===== src/rtl/rpn_stack_sequencer_pkg.sv =====
// Shared types and constants for the RPN stack sequencer: FSM states,
// error causes, opcode type and the ALU timeout limit.
package rpn_pkg;

  typedef enum logic [2:0] {
    ST_IDLE      = 3'd0,
    ST_ISSUE     = 3'd1,
    ST_WAIT_ALU  = 3'd2,
    ST_WRITEBACK = 3'd3,
    ST_ERROR     = 3'd4
  } state_t;

  typedef logic [1:0] opcode_t;
  typedef logic [1:0] err_code_t;

  localparam err_code_t ERR_NONE = 2'd0;
  localparam err_code_t ERR_OVF  = 2'd1;
  localparam err_code_t ERR_UNF  = 2'd2;
  localparam err_code_t ERR_TMO  = 2'd3;

  localparam int TIMEOUT_LIMIT = 16;

endpackage


===== src/rtl/rpn_stack_regfile.sv =====
// Operand stack storage: DEPTH x WIDTH registers, one write port and two
// read ports addressed by the current entry count (top and second-from-top).
module rpn_stack_regfile #(
  parameter int WIDTH = 16,
  parameter int DEPTH = 4,
  parameter int DW    = $clog2(DEPTH + 1)
) (
  input  logic             clock,
  input  logic             reset_n,
  input  logic             i_we,
  input  logic [DW-1:0]    i_waddr,
  input  logic [WIDTH-1:0] i_wdata,
  input  logic [DW-1:0]    i_depth,
  output logic [WIDTH-1:0] o_top,
  output logic [WIDTH-1:0] o_next
);

  logic [WIDTH-1:0] r_mem [DEPTH];

  always_ff @(posedge clock) begin
    for (int i = 0; i < DEPTH; i++) begin
      if (!reset_n) begin
        r_mem[i] <= '0;
      end else if (i_we && int'(i_waddr) == i) begin
        r_mem[i] <= i_wdata;
      end
    end
  end

  // Compared as int so depth+1 never wraps for small DEPTH; empty slots read 0.
  always_comb begin
    o_top  = '0;
    o_next = '0;
    for (int i = 0; i < DEPTH; i++) begin
      if (int'(i_depth) == i + 1) o_top  = r_mem[i];
      if (int'(i_depth) == i + 2) o_next = r_mem[i];
    end
  end

endmodule


===== src/rtl/rpn_stack_sequencer.sv =====
// RPN operand stack sequencer: pushes operands, hands the top two entries to
// an external ALU, writes the result back and reports overflow/underflow/timeout.
module rpn_stack_sequencer
  import rpn_pkg::*;
#(
  parameter  int WIDTH = 16,
  parameter  int DEPTH = 4,
  localparam int DW    = $clog2(DEPTH + 1)
) (
  input  logic             clock,
  input  logic             reset_n,
  input  logic             push_pulse,
  input  logic             op_pulse,
  input  logic             clear_pulse,
  input  logic [WIDTH-1:0] data_in,
  input  opcode_t          opcode_in,
  output logic [WIDTH-1:0] alu_a,
  output logic [WIDTH-1:0] alu_b,
  output opcode_t          alu_opcode,
  output logic             alu_start,
  input  logic             alu_done,
  input  logic [WIDTH-1:0] alu_result,
  output logic [WIDTH-1:0] top_value,
  output logic [DW-1:0]    depth,
  output logic             busy,
  output logic [2:0]       status,
  output err_code_t        err_code
);

  localparam int TW = $clog2(TIMEOUT_LIMIT);

  state_t           r_state;
  logic [DW-1:0]    r_depth;
  err_code_t        r_err;
  logic [TW-1:0]    r_tmo;
  logic [WIDTH-1:0] r_alu_a;
  logic [WIDTH-1:0] r_alu_b;
  opcode_t          r_opcode;
  logic [WIDTH-1:0] r_result;

  state_t           w_next_state;
  logic [DW-1:0]    w_depth_next;
  err_code_t        w_err_next;
  logic [TW-1:0]    w_tmo_next;
  logic             w_we;
  logic [DW-1:0]    w_waddr;
  logic [WIDTH-1:0] w_wdata;
  logic             w_latch_op;
  logic             w_capture;
  logic [WIDTH-1:0] w_rd_top;
  logic [WIDTH-1:0] w_rd_next;

  rpn_stack_regfile #(.WIDTH(WIDTH), .DEPTH(DEPTH), .DW(DW)) u_regfile (
    .clock   (clock),
    .reset_n (reset_n),
    .i_we    (w_we),
    .i_waddr (w_waddr),
    .i_wdata (w_wdata),
    .i_depth (r_depth),
    .o_top   (w_rd_top),
    .o_next  (w_rd_next)
  );

  always_comb begin
    w_next_state = r_state;
    w_depth_next = r_depth;
    w_err_next   = r_err;
    w_tmo_next   = '0;
    w_we         = 1'b0;
    w_waddr      = r_depth;
    w_wdata      = data_in;
    w_latch_op   = 1'b0;
    w_capture    = 1'b0;
    unique case (r_state)
      ST_IDLE: begin
        if (op_pulse) begin
          if (r_depth >= DW'(2)) begin
            w_latch_op   = 1'b1;
            w_next_state = ST_ISSUE;
          end else begin
            w_err_next   = ERR_UNF;
            w_next_state = ST_ERROR;
          end
        end else if (push_pulse) begin
          if (r_depth < DW'(DEPTH)) begin
            w_we         = 1'b1;
            w_depth_next = r_depth + DW'(1);
          end else begin
            w_err_next   = ERR_OVF;
            w_next_state = ST_ERROR;
          end
        end
      end
      ST_ISSUE: w_next_state = ST_WAIT_ALU;
      ST_WAIT_ALU: begin
        if (alu_done) begin
          w_capture    = 1'b1;
          w_next_state = ST_WRITEBACK;
        end else if (r_tmo == TW'(TIMEOUT_LIMIT - 1)) begin
          w_err_next   = ERR_TMO;
          w_next_state = ST_ERROR;
        end else begin
          w_tmo_next = r_tmo + TW'(1);
        end
      end
      ST_WRITEBACK: begin
        w_we         = 1'b1;
        w_waddr      = r_depth - DW'(2);
        w_wdata      = r_result;
        w_depth_next = r_depth - DW'(1);
        w_next_state = ST_IDLE;
      end
      ST_ERROR: w_next_state = ST_ERROR;
      default:  w_next_state = ST_IDLE;
    endcase
    // Clear wins from every state and drops any in-flight operation.
    if (clear_pulse) begin
      w_next_state = ST_IDLE;
      w_depth_next = '0;
      w_err_next   = ERR_NONE;
      w_tmo_next   = '0;
      w_we         = 1'b0;
      w_latch_op   = 1'b0;
      w_capture    = 1'b0;
    end
  end

  always_ff @(posedge clock) begin
    if (!reset_n) begin
      r_state  <= ST_IDLE;
      r_depth  <= '0;
      r_err    <= ERR_NONE;
      r_tmo    <= '0;
      r_alu_a  <= '0;
      r_alu_b  <= '0;
      r_opcode <= '0;
      r_result <= '0;
    end else begin
      r_state <= w_next_state;
      r_depth <= w_depth_next;
      r_err   <= w_err_next;
      r_tmo   <= w_tmo_next;
      if (w_latch_op) begin
        r_alu_a  <= w_rd_next;
        r_alu_b  <= w_rd_top;
        r_opcode <= opcode_in;
      end
      if (w_capture) r_result <= alu_result;
    end
  end

  assign alu_a      = r_alu_a;
  assign alu_b      = r_alu_b;
  assign alu_opcode = r_opcode;
  assign alu_start  = (r_state == ST_ISSUE);
  assign top_value  = w_rd_top;
  assign depth      = r_depth;
  assign busy       = (r_state == ST_ISSUE) || (r_state == ST_WAIT_ALU) ||
                      (r_state == ST_WRITEBACK);
  assign status     = r_state;
  assign err_code   = r_err;

endmodule


===== config.mk =====
export PLATFORM = sky130hd
export DESIGN_NAME = rpn_stack_sequencer
export DESIGN_NICKNAME = d
export VERILOG_FILES = /design/src/rtl/rpn_stack_sequencer_pkg.sv /design/src/rtl/rpn_stack_regfile.sv /design/src/rtl/rpn_stack_sequencer.sv
export SDC_FILE = /design/constraint.sdc
export NUM_CORES = 1
export LEC_CHECK = 0
export BUFFER_PORTS_ARGS = -buffer_cell sky130_fd_sc_hd__buf_4
export CORE_ASPECT_RATIO = 0.75
export CORE_UTILIZATION = 60
export CTS_BUF_LIST = sky130_fd_sc_hd__clkbuf_8 sky130_fd_sc_hd__clkbuf_16
export DETAILED_ROUTE_END_ITERATION = 8
export GPL_TIMING_DRIVEN = 0
export PLACE_DENSITY = 0.84
export SLEW_MARGIN = 15
export SYNTH_ARGS = -nofsm -noshare
export SYNTH_HDL_FRONTEND = slang
export SYNTH_SLANG_ARGS = --single-unit

===== constraint.sdc =====
create_clock -name clock -period 8.84 [get_ports clock]
set_clock_uncertainty 0.2 [all_clocks]
set_input_delay 2.21 -clock clock [delete_from_list [all_inputs] [get_ports clock]]
set_output_delay 2.21 -clock clock [all_outputs]
set_load 0.05 [all_outputs]

; Word-level counts from Yosys, hierarchy flattened
; Memories as Yosys holds them, arrays and structs flattened.
; Cells that the tools add are included.
[word_totals]
reg_bits = 62
ramBits = 64
input_bits = 40
out_inout_bits = 60
elab_cells = 115
memories = 1
[memory_table]
columns = name, depth, word_bits, rd, rd_clocked_by_memory_dff, write_ports, line_no
row1 = u_regfile.r_mem, 4, 16, 4, 0, 4, rpn_stack_regfile.sv:18  ; logic [WIDTH-1:0] r_mem [DEPTH];
[op_classes]
addsub = 4
n_lt_le_gt_ge = 2
n_eq_ne = 22
mux = 57
n_bitwise = 6
reduce_logical = 15
[op_table]
columns = operator, n
row1 = $mux 16, 13
row2 = $mux 3, 10
row3 = $mux 1, 24
row4 = $eq 3x3->1 const B, 7
row5 = $eq 3x2->1 const B, 4
row6 = $mux 2, 6
row7 = $ne 3x3->1 const B, 4
row8 = $pmux 3 s4, 1
row9 = $ne 2x2->1 const B, 5
row10 = $logic_not 3->1, 2
row11 = $pmux 3 s2, 1
row12 = $reduce_and 6->1, 1
row13 = $reduce_or 5->1, 1
row14 = $add 4x1->4 const B, 1
row15 = $eq 4x4->1 const B, 1
row16 = $logic_and 1x1->1, 4
row17 = $or 1x1->1, 4
row18 = $pmux 2 s2, 1
row19 = $reduce_and 4->1, 1
row20 = $reduce_bool 2->1, 2
row21 = $add 3x1->3 const B, 1
row22 = $eq 3x1->1 const B, 1
row23 = $ge 3x2->1 const B, 1
row24 = $lt 3x3->1 const B, 1
row25 = other kinds (7), 9

; Longest topological paths before layout
; Gate-level depths: netlist (run 1).
[logic_depth]
ltp_word = 11
mapped_depth = 9
mapped_depth_nobuf = 7

; By module
; A second synthesis (run 1) with hierarchy kept.
[hier_totals]
hier_cells = 582
hier_area_um2 = 6311.1
[by_module_without_submodules]
columns = module, n_inst, cells_each, area_per_inst_um2, seq_area_each_um2
row1 = rpn_stack_regfile, 1, 257, 3387.0, 1921.8
row2 = rpn_stack_sequencer, 1, 325, 2924.1, 1241.2

; Worst setup path after synthesis (run 1)
; No wires, ideal clock.
[synth_path]
kind = reg-to-output
start = register r_depth[1], in the netlist depth[1]
end = output top_value[11]
arrival_time_ns = 2.568
t_required_ns = 6.430
path_slack_ns = 3.862
path_stages_with_launch = 5
n_path_buf = 2
cell_sequence = dfxtp_1 -> buf_2 -> buf_1 -> mux2i_1 -> o21ai_0
[synth_between]
elab_chain_cells = 5
word_cells_on_any_way = 8
cone_classes = 4 x eq/ne / 4 x mux
[synth_lines]
columns = item, line_no
row1 = "start, declared", rpn_stack_sequencer.sv:33  ; logic [DW-1:0] r_depth;
row2 = "start signal, assigned", rpn_stack_sequencer.sv:140  ; r_depth <= w_depth_next;
row3 = $eq 3x2->1, rpn_stack_regfile.sv:35  ; if (int'(i_depth) == i + 1) o_top = r_mem[i];
row4 = $mux 16 (3 in series), rpn_stack_regfile.sv:35
row5 = $mux 16 (*), rpn_stack_regfile.sv:35
row6 = "end, declared", rpn_stack_sequencer.sv:23  ; output logic [WIDTH-1:0] top_value,
; Mark *: on every way between the ends. The rest lies on a longest branch, timed or not.

; Final worst setup path (run 1)
[layout_path]
start = register r_depth[0], in the netlist depth[0]
end = output top_value[10]
; The elaborated chain is that of the path after synthesis.

==> flow_metrics.py, run 1 <==
metrics = {
    "cells_and_area": {
        "fin_cells": 782,
        "area_growth_pct": 26.9,
        "post-route-util_pct": 80.4,
        "drive_above_1_share_pct": 24.5,
        "fillers": 561,
        "diodes": 0,
        "design_area_um2": 7490,
        "nNetsFinal": 685,
    },
    "yosys": {
        "synth_nets": 566,
        "synth.top_cell.area_share_pct": 32.6,
        "synthFlopType": "edfxtp_1",
        "syn_area_um2": 5900,
        "synth-edff-count": 64,
        "yosys_warnings": 0,
        "synth_area_leader_cell": "edfxtp_1",
        "yosysMostFrequentCell": "mux2i_1",
        "synth_area_leaders": "edfxtp_1 (33%), dfxtp_1 (21%), mux2i_1 (14%)",
        "synth_cells": 522,
        "ys_ff_latch": 126,
        "async_flop_share_pct": 0,
        "synth-seq-area-share_pct": 53.6,
        "syn_area_per_cell_um2": 11.3,
        "ys_types": 49,
        "synth_common_cells": "mux2i_1 (80), nor2_1 (78), edfxtp_1 (64)",
    },
    "worst_setup_path": {
        "cp.buffers_inverters": 3,
        "cp_common_cell": "clkbuf_1",
        "critical_path_class": "reg -> out",
        "cp_top_family": "buffers and inverters",
        "critPathCaptureType": "output pin",
        "arrival_ns": 2.72,
        "critical_path.max_stage_delay_ns": 0.50,
        "cp_slowest_cell": "nor2_1",
        "required_ns": 6.43,
        "path_max_fanout": 10,
        "crit_chain": "clkbuf_1, nor2_1, clkbuf_1, a32oi_1, o21ai_0, buf_4",
        "startpoint_type": "flip-flop",
    },
    "clock_network": {
        "cts.sinks": 126,
        "clk_pin_slew_worst_paths_ns": 0.06,
        "cts.repair.resized": 0,
        "numCtsBuffers": 17,
        "clock_latency_ns": 0.41,
        "hold_buffers": 0,
        "clock-root-buffer": "clkbuf_16",
        "htreeDepth": 4,
        "post_cts_buffers": 0,
        "cts_tree": "done",
        "clock_path_buffers": 2,
    },
    "timing": {
        "period_minus_slack_ns": 5.13,
        "maxSlewViolCount": 0,
        "fmax_mhz": 195,
        "fin_tns_setup_ns": 0,
        "setup_slack_ns": 3.71,
        "fin_crit_sh_pct": 58.0,
        "slew_headroom_pct": 47.0,
        "holdWs_ns": 0.262,
        "worst_pin_slew_ns": 0.794,
        "setup_viol": 0,
        "rsz0062_at_grt": "no",
        "finalHoldViolations": 0,
    },
    "detailed_routing": {
        "via_per_inst": 6.28,
        "drc": 0,
        "route.vias.total": 4908,
        "drt_iter0_drc": 525,
        "ant_nets": 0,
        "first_pass_iters": 5,
        "wirelength_um": 16300,
        "wl_per_cell_um": 20.8,
    },
    "floorplan": {
        "row_count": 30,
        "die_area_um2": 10200,
        "io_pins": 100,
        "die_h_um": 87.9,
        "start_util_pct": 63.4,
        "die_x_um": 116,
        "core_area_um2": 9310,
    },
    "run": {
        "cap_violations": 0,
    },
    "pwr": {
        "power.total_mw": 1.55,
        "p_per_area_nw_per_um2": 207,
        "p_leak_nw": 3.46,
        "peakVddDrop_v": 0.000166,
    },
    "grt": {
        "grt_pass1_vias": 4587,
        "grt.overflow.total": 0,
        "grt_max_degree": 17,
        "antenna_found_initial": 0,
        "grt_usage_pct": 33.7,
        "grt_pass1_wl_um": 25100,
    },
    "place": {
        "preCtsSetupSlack_ns": 4.38,
        "dp_hpwl_um": 11500,
        "io_buffer_count": 99,
        "dpl_cell_area_um2": 6820,
        "routabilityCongestion": 0.922,
        "dp.cells": 750,
    },
    "worst_hold_path": {
        "worst_hold_path_type": "reg -> reg",
    },
    "outcome": {
        "status": "finished, final reports clean",
    },
}
power by group:
part           switching [mW]  total, mW  internal (mW)
Sequential             0.0143      0.645          0.631
Combinational          0.0760      0.118         0.0418
Clock                   0.260      0.788          0.528
Total                   0.350       1.55           1.20
final cells by class:
class	count	area, um^2	share of cell area [%]
Buffer	40	184	2.46
Clock buffer	17	425	5.68
Clock inverter	15	240	3.21
Inverter	8	30.0	0.401
Multi-Input combinational cell	348	2530	33.8
Sequential cell	126	3160	42.3
Tap cell	128	160	2.14
Timing Repair Buffer	100	751	10.0
final timing paths:
| kind | start | end | slack, ns | cells after the start |
|---|---|---|---|---|
| worst max-delay path | depth[0]$_SDFFE_PP0P_ | top_value[10] | 3.71 | 6 |
| worst min-delay path | r_tmo[0]$_SDFF_PP0_ | r_tmo[0]$_SDFF_PP0_ | 0.26 | 1 |
| worst max register to register | depth[1]$_SDFFE_PP0P_ | u_regfile.r_mem[0][12]$_SDFFCE_PN0P_ | 5.80 | 8 |
| worst min register to register | r_tmo[0]$_SDFF_PP0_ | r_tmo[0]$_SDFF_PP0_ | 0.26 | 1 |
logic make-up after synthesis:
kind of cell    count (synthesis)  synth area share [%]
mux                            80                  13.6
xor+xnor                        4                 0.594
buf+inv                        48                  3.63
simple gates                  152                  12.9
compound gates                108                  14.8
flops                         126                  53.6
fa+ha+maj                       4                 0.849
layout by cell type (no fill, tap or decap), types with 3 or more instances in the layout:
cell,count
o211a_1,33
clkinv_1,3
nor2b_1,17
ha_1,4
nand2b_1,20
clkbuf_1,17
a32oi_1,16
inv_1,7
nand2_1,12
mux2i_1,80
clkbuf_16,17
o21ai_2,3
nand3b_1,3
buf_4,101
buf_2,18
clkinv_4,3
dfxtp_1,62
edfxtp_1,64
o221ai_1,16
buf_1,3
o21ai_0,20
bufinv_16,6
nand4_1,3
nor2_1,78
a21oi_1,5
flip-flops by register name, summed over array words and instances (netlist names):
| signal | flops |
|---|---|
| err_code | 2 |
| u_regfile.r_mem | 64 |
| alu_b | 16 |
| depth | 3 |
| alu_opcode | 2 |
| r_result | 16 |
| status | 3 |
| r_tmo | 4 |
| alu_a | 16 |
routing by layer:
metal  wire [um]  vias to the layer above  share of wire [%]  global-route usage [%]
met1        7000                     2322                 43                    46.7
met5           0                        -                  0                       0
met3        2000                       33                 12                    11.1
li1            -                     2187                  -                       -
met4         225                        0                1.4                    10.3
met2        7030                      366                 43                    50.3
(Power assumes the default switching activity.)
==> run 2: changes to the inputs <==
--- a/config.mk
+++ b/config.mk
@@ -7,11 +7,11 @@
 export LEC_CHECK = 0
 export BUFFER_PORTS_ARGS = -buffer_cell sky130_fd_sc_hd__buf_4
 export CORE_ASPECT_RATIO = 0.75
-export CORE_UTILIZATION = 60
+export CORE_UTILIZATION = 56
 export CTS_BUF_LIST = sky130_fd_sc_hd__clkbuf_8 sky130_fd_sc_hd__clkbuf_16
 export DETAILED_ROUTE_END_ITERATION = 8
 export GPL_TIMING_DRIVEN = 0
-export PLACE_DENSITY = 0.84
+export PLACE_DENSITY = 0.8
 export SLEW_MARGIN = 15
 export SYNTH_ARGS = -nofsm -noshare
 export SYNTH_HDL_FRONTEND = slang
==> constraint.sdc (replaced) <==
create_clock -name clock -period 5.04 [get_ports clock]
set_clock_uncertainty 0.2 [all_clocks]
set_input_delay 1.26 -clock clock [delete_from_list [all_inputs] [get_ports clock]]
set_output_delay 1.26 -clock clock [all_outputs]
set_load 0.05 [all_outputs]
==> run 2 against run 1 <==
Clock power is 65% higher. Utilization fell by 7.7 points. Sequential power up 75%. Combinational power rose by 73%. Register-to-register slack got worse by 3.8 ns. Routed wire length fell by 2.2%. Worst hold slack improved by 0.0016 ns. Largest cell class unchanged. Highest routed layer unchanged.
==> flow_metrics.py, run 2 (same netlist as run 1, synthesis figures left out) <==
metrics = {
    "worst_hold_path": {
        "min_path_cells": 2,
        "holdPathEnd": "err_code[1]$_SDFFE_PP0P_",
        "worst_hold_path_type": "reg -> reg",
        "worstHoldStart": "err_code[1]$_SDFFE_PP0P_",
    },
    "floorplan": {
        "io_pins": 100,
        "die_area_um2": 11000,
        "die_h_um": 90.9,
        "row_count": 32,
        "die_x_um": 121,
        "start_util_pct": 57.5,
        "core_area_um2": 10200,
    },
    "timing": {
        "holdWs_ns": 0.263,
        "fin_crit_sh_pct": 81.9,
        "finalHoldViolations": 0,
        "maxSlewViolCount": 0,
        "fin_tns_setup_ns": 0,
        "slew_headroom_pct": 42.1,
        "rsz0062_at_grt": "no",
        "setup_slack_ns": 0.914,
        "fmax_mhz": 242,
        "worst_pin_slew_ns": 0.869,
        "setup_viol": 0,
        "period_minus_slack_ns": 4.13,
    },
    "detailed_routing": {
        "wirelength_um": 15900,
        "ant_nets": 0,
        "wl_per_cell_um": 20.2,
        "route.vias.total": 4913,
        "drt_iter0_drc": 592,
        "via_per_inst": 6.23,
        "first_pass_iters": 6,
        "drc": 0,
    },
    "clock_network": {
        "clock_latency_ns": 0.41,
        "hold_buffers": 0,
        "numCtsBuffers": 17,
        "clock_path_buffers": 2,
        "cts.sinks": 126,
        "cts_tree": "done",
        "htreeDepth": 4,
        "post_cts_buffers": 0,
        "cts.repair.resized": 0,
        "clk_pin_slew_worst_paths_ns": 0.06,
        "clock-root-buffer": "clkbuf_16",
    },
    "worst_setup_path": {
        "critical_path_class": "reg -> out",
        "path_max_fanout": 10,
        "rrSetupSlack_ns": 1.99,
        "arrival_ns": 2.67,
        "r2r.worst_path.cells": 7,
        "reg2reg_from": "depth[1]$_SDFFE_PP0P_",
        "required_ns": 3.58,
        "startpoint_type": "flip-flop",
        "r2r_end": "u_regfile.r_mem[3][9]$_SDFFCE_PN0P_",
        "critPathCaptureType": "output pin",
    },
    "place": {
        "preCtsSetupSlack_ns": 1.47,
        "dp_hpwl_um": 11600,
        "io_buffer_count": 99,
        "dpl_cell_area_um2": 6830,
        "routabilityCongestion": 0.916,
    },
    "cells_and_area": {
        "final_common_cell": "buf_4",
        "largest_register_ffs": 64,
        "drive_above_1_share_pct": 24.5,
        "diodes": 0,
        "design_area_um2": 7460,
        "mostFrequentLayoutCells": "buf_4 (100), mux2i_1 (80), nor2_1 (78), edfxtp_1 (64), dfxtp_1 (62)",
        "fillers": 704,
        "nNetsFinal": 684,
        "post-route-util_pct": 72.8,
        "top_register": "u_regfile.r_mem",
        "area_growth_pct": 26.4,
    },
    "grt": {
        "grt_pass1_wl_um": 24600,
        "grtUsageMet2_pct": 41.3,
        "grt.overflow.total": 0,
        "grt-busiest-layer": "met1",
        "antenna_found_initial": 0,
        "met3_usage_pct": 8.90,
        "grt_usage_pct": 30.0,
        "grt_max_degree": 17,
        "grt_use_met1_pct": 45.2,
        "grt_pass1_vias": 4490,
    },
    "pwr": {
        "p_per_area_nw_per_um2": 353,
        "peakVddDrop_v": 0.000254,
        "p_leak_nw": 3.46,
    },
    "run": {
        "cap_violations": 0,
    },
    "outcome": {
        "status": "finished, final reports clean",
    },
}
[run 2: cell count changes in the layout (fill, tap and decap cells not counted), sizes merged]
cell      before  now
bufinv         6    3
clkbuf        34   37
clkinv         7    4
inv           10   12
buf          123  122
clkinvlp       0    1
[run 2: metrics by stage]
stage | total power [mW] | cells
after floorplan | 1.27 | 522
after global placement | 1.34 | 757
after detailed placement | 1.35 | 757
after CTS | 2.63 | 789
after global routing | 2.70 | 789
final | 2.63 | 789
[run 2: routing by layer]
metal  routed length [um]  vias to the layer above  share of wire (%)
li1                     -                     2179                  -
met1                 7300                     2340                 46
met2                 6610                      368                 42
met3                 1810                       26                 11
met4                  190                        0                1.2
met5                    0                        -                  0
[run 2: layout make-up]
class / count / area (um^2) / area share (%)
clock inverters: 12 / 141 / 1.90
flip-flops and latches: 126 / 3160 / 42.4
multi-input cells: 348 / 2540 / 34.0
clock buffers: 20 / 489 / 6.56
inverters: 8 / 30.0 / 0.403
repair buffers: 99 / 743 / 9.97
well taps: 136 / 170 / 2.28
plain buffers: 40 / 184 / 2.47
[run 2: power breakdown]
part	internal [mW]	leakage, nW	total, mW	switching [mW]
clock	0.844	0.320	1.30	0.451
combinational	0.0728	1.98	0.204	0.131
sequential	1.11	1.16	1.13	0.0241
[run 2: worst max path at each step]
stage	startpoint	endpoint	slack, ns	cells after the start
final	depth[0]$_SDFFE_PP0P_	top_value[2]	0.91	6
after global routing	depth[0]$_SDFFE_PP0P_	top_value[2]	0.79	6
after CTS	depth[0]$_SDFFE_PP0P_	top_value[2]	1.01	6
after detailed placement	depth[0]$_SDFFE_PP0P_	top_value[2]	1.47	6
after global placement	op_pulse	u_regfile.r_mem[1][7]$_SDFFCE_PN0P_	0.88	5
after floorplan	depth[1]$_SDFFE_PP0P_	top_value[11]	1.01	4
[run 2: worst max-delay path, cell delays in order (launching register included)]
cell and delay (ns):
dfxtp_1 0.35, clkbuf_1 0.25, nor2_1 0.50, clkbuf_1 0.44, a32oi_1 0.17, o21ai_0 0.25
buf_4 0.30
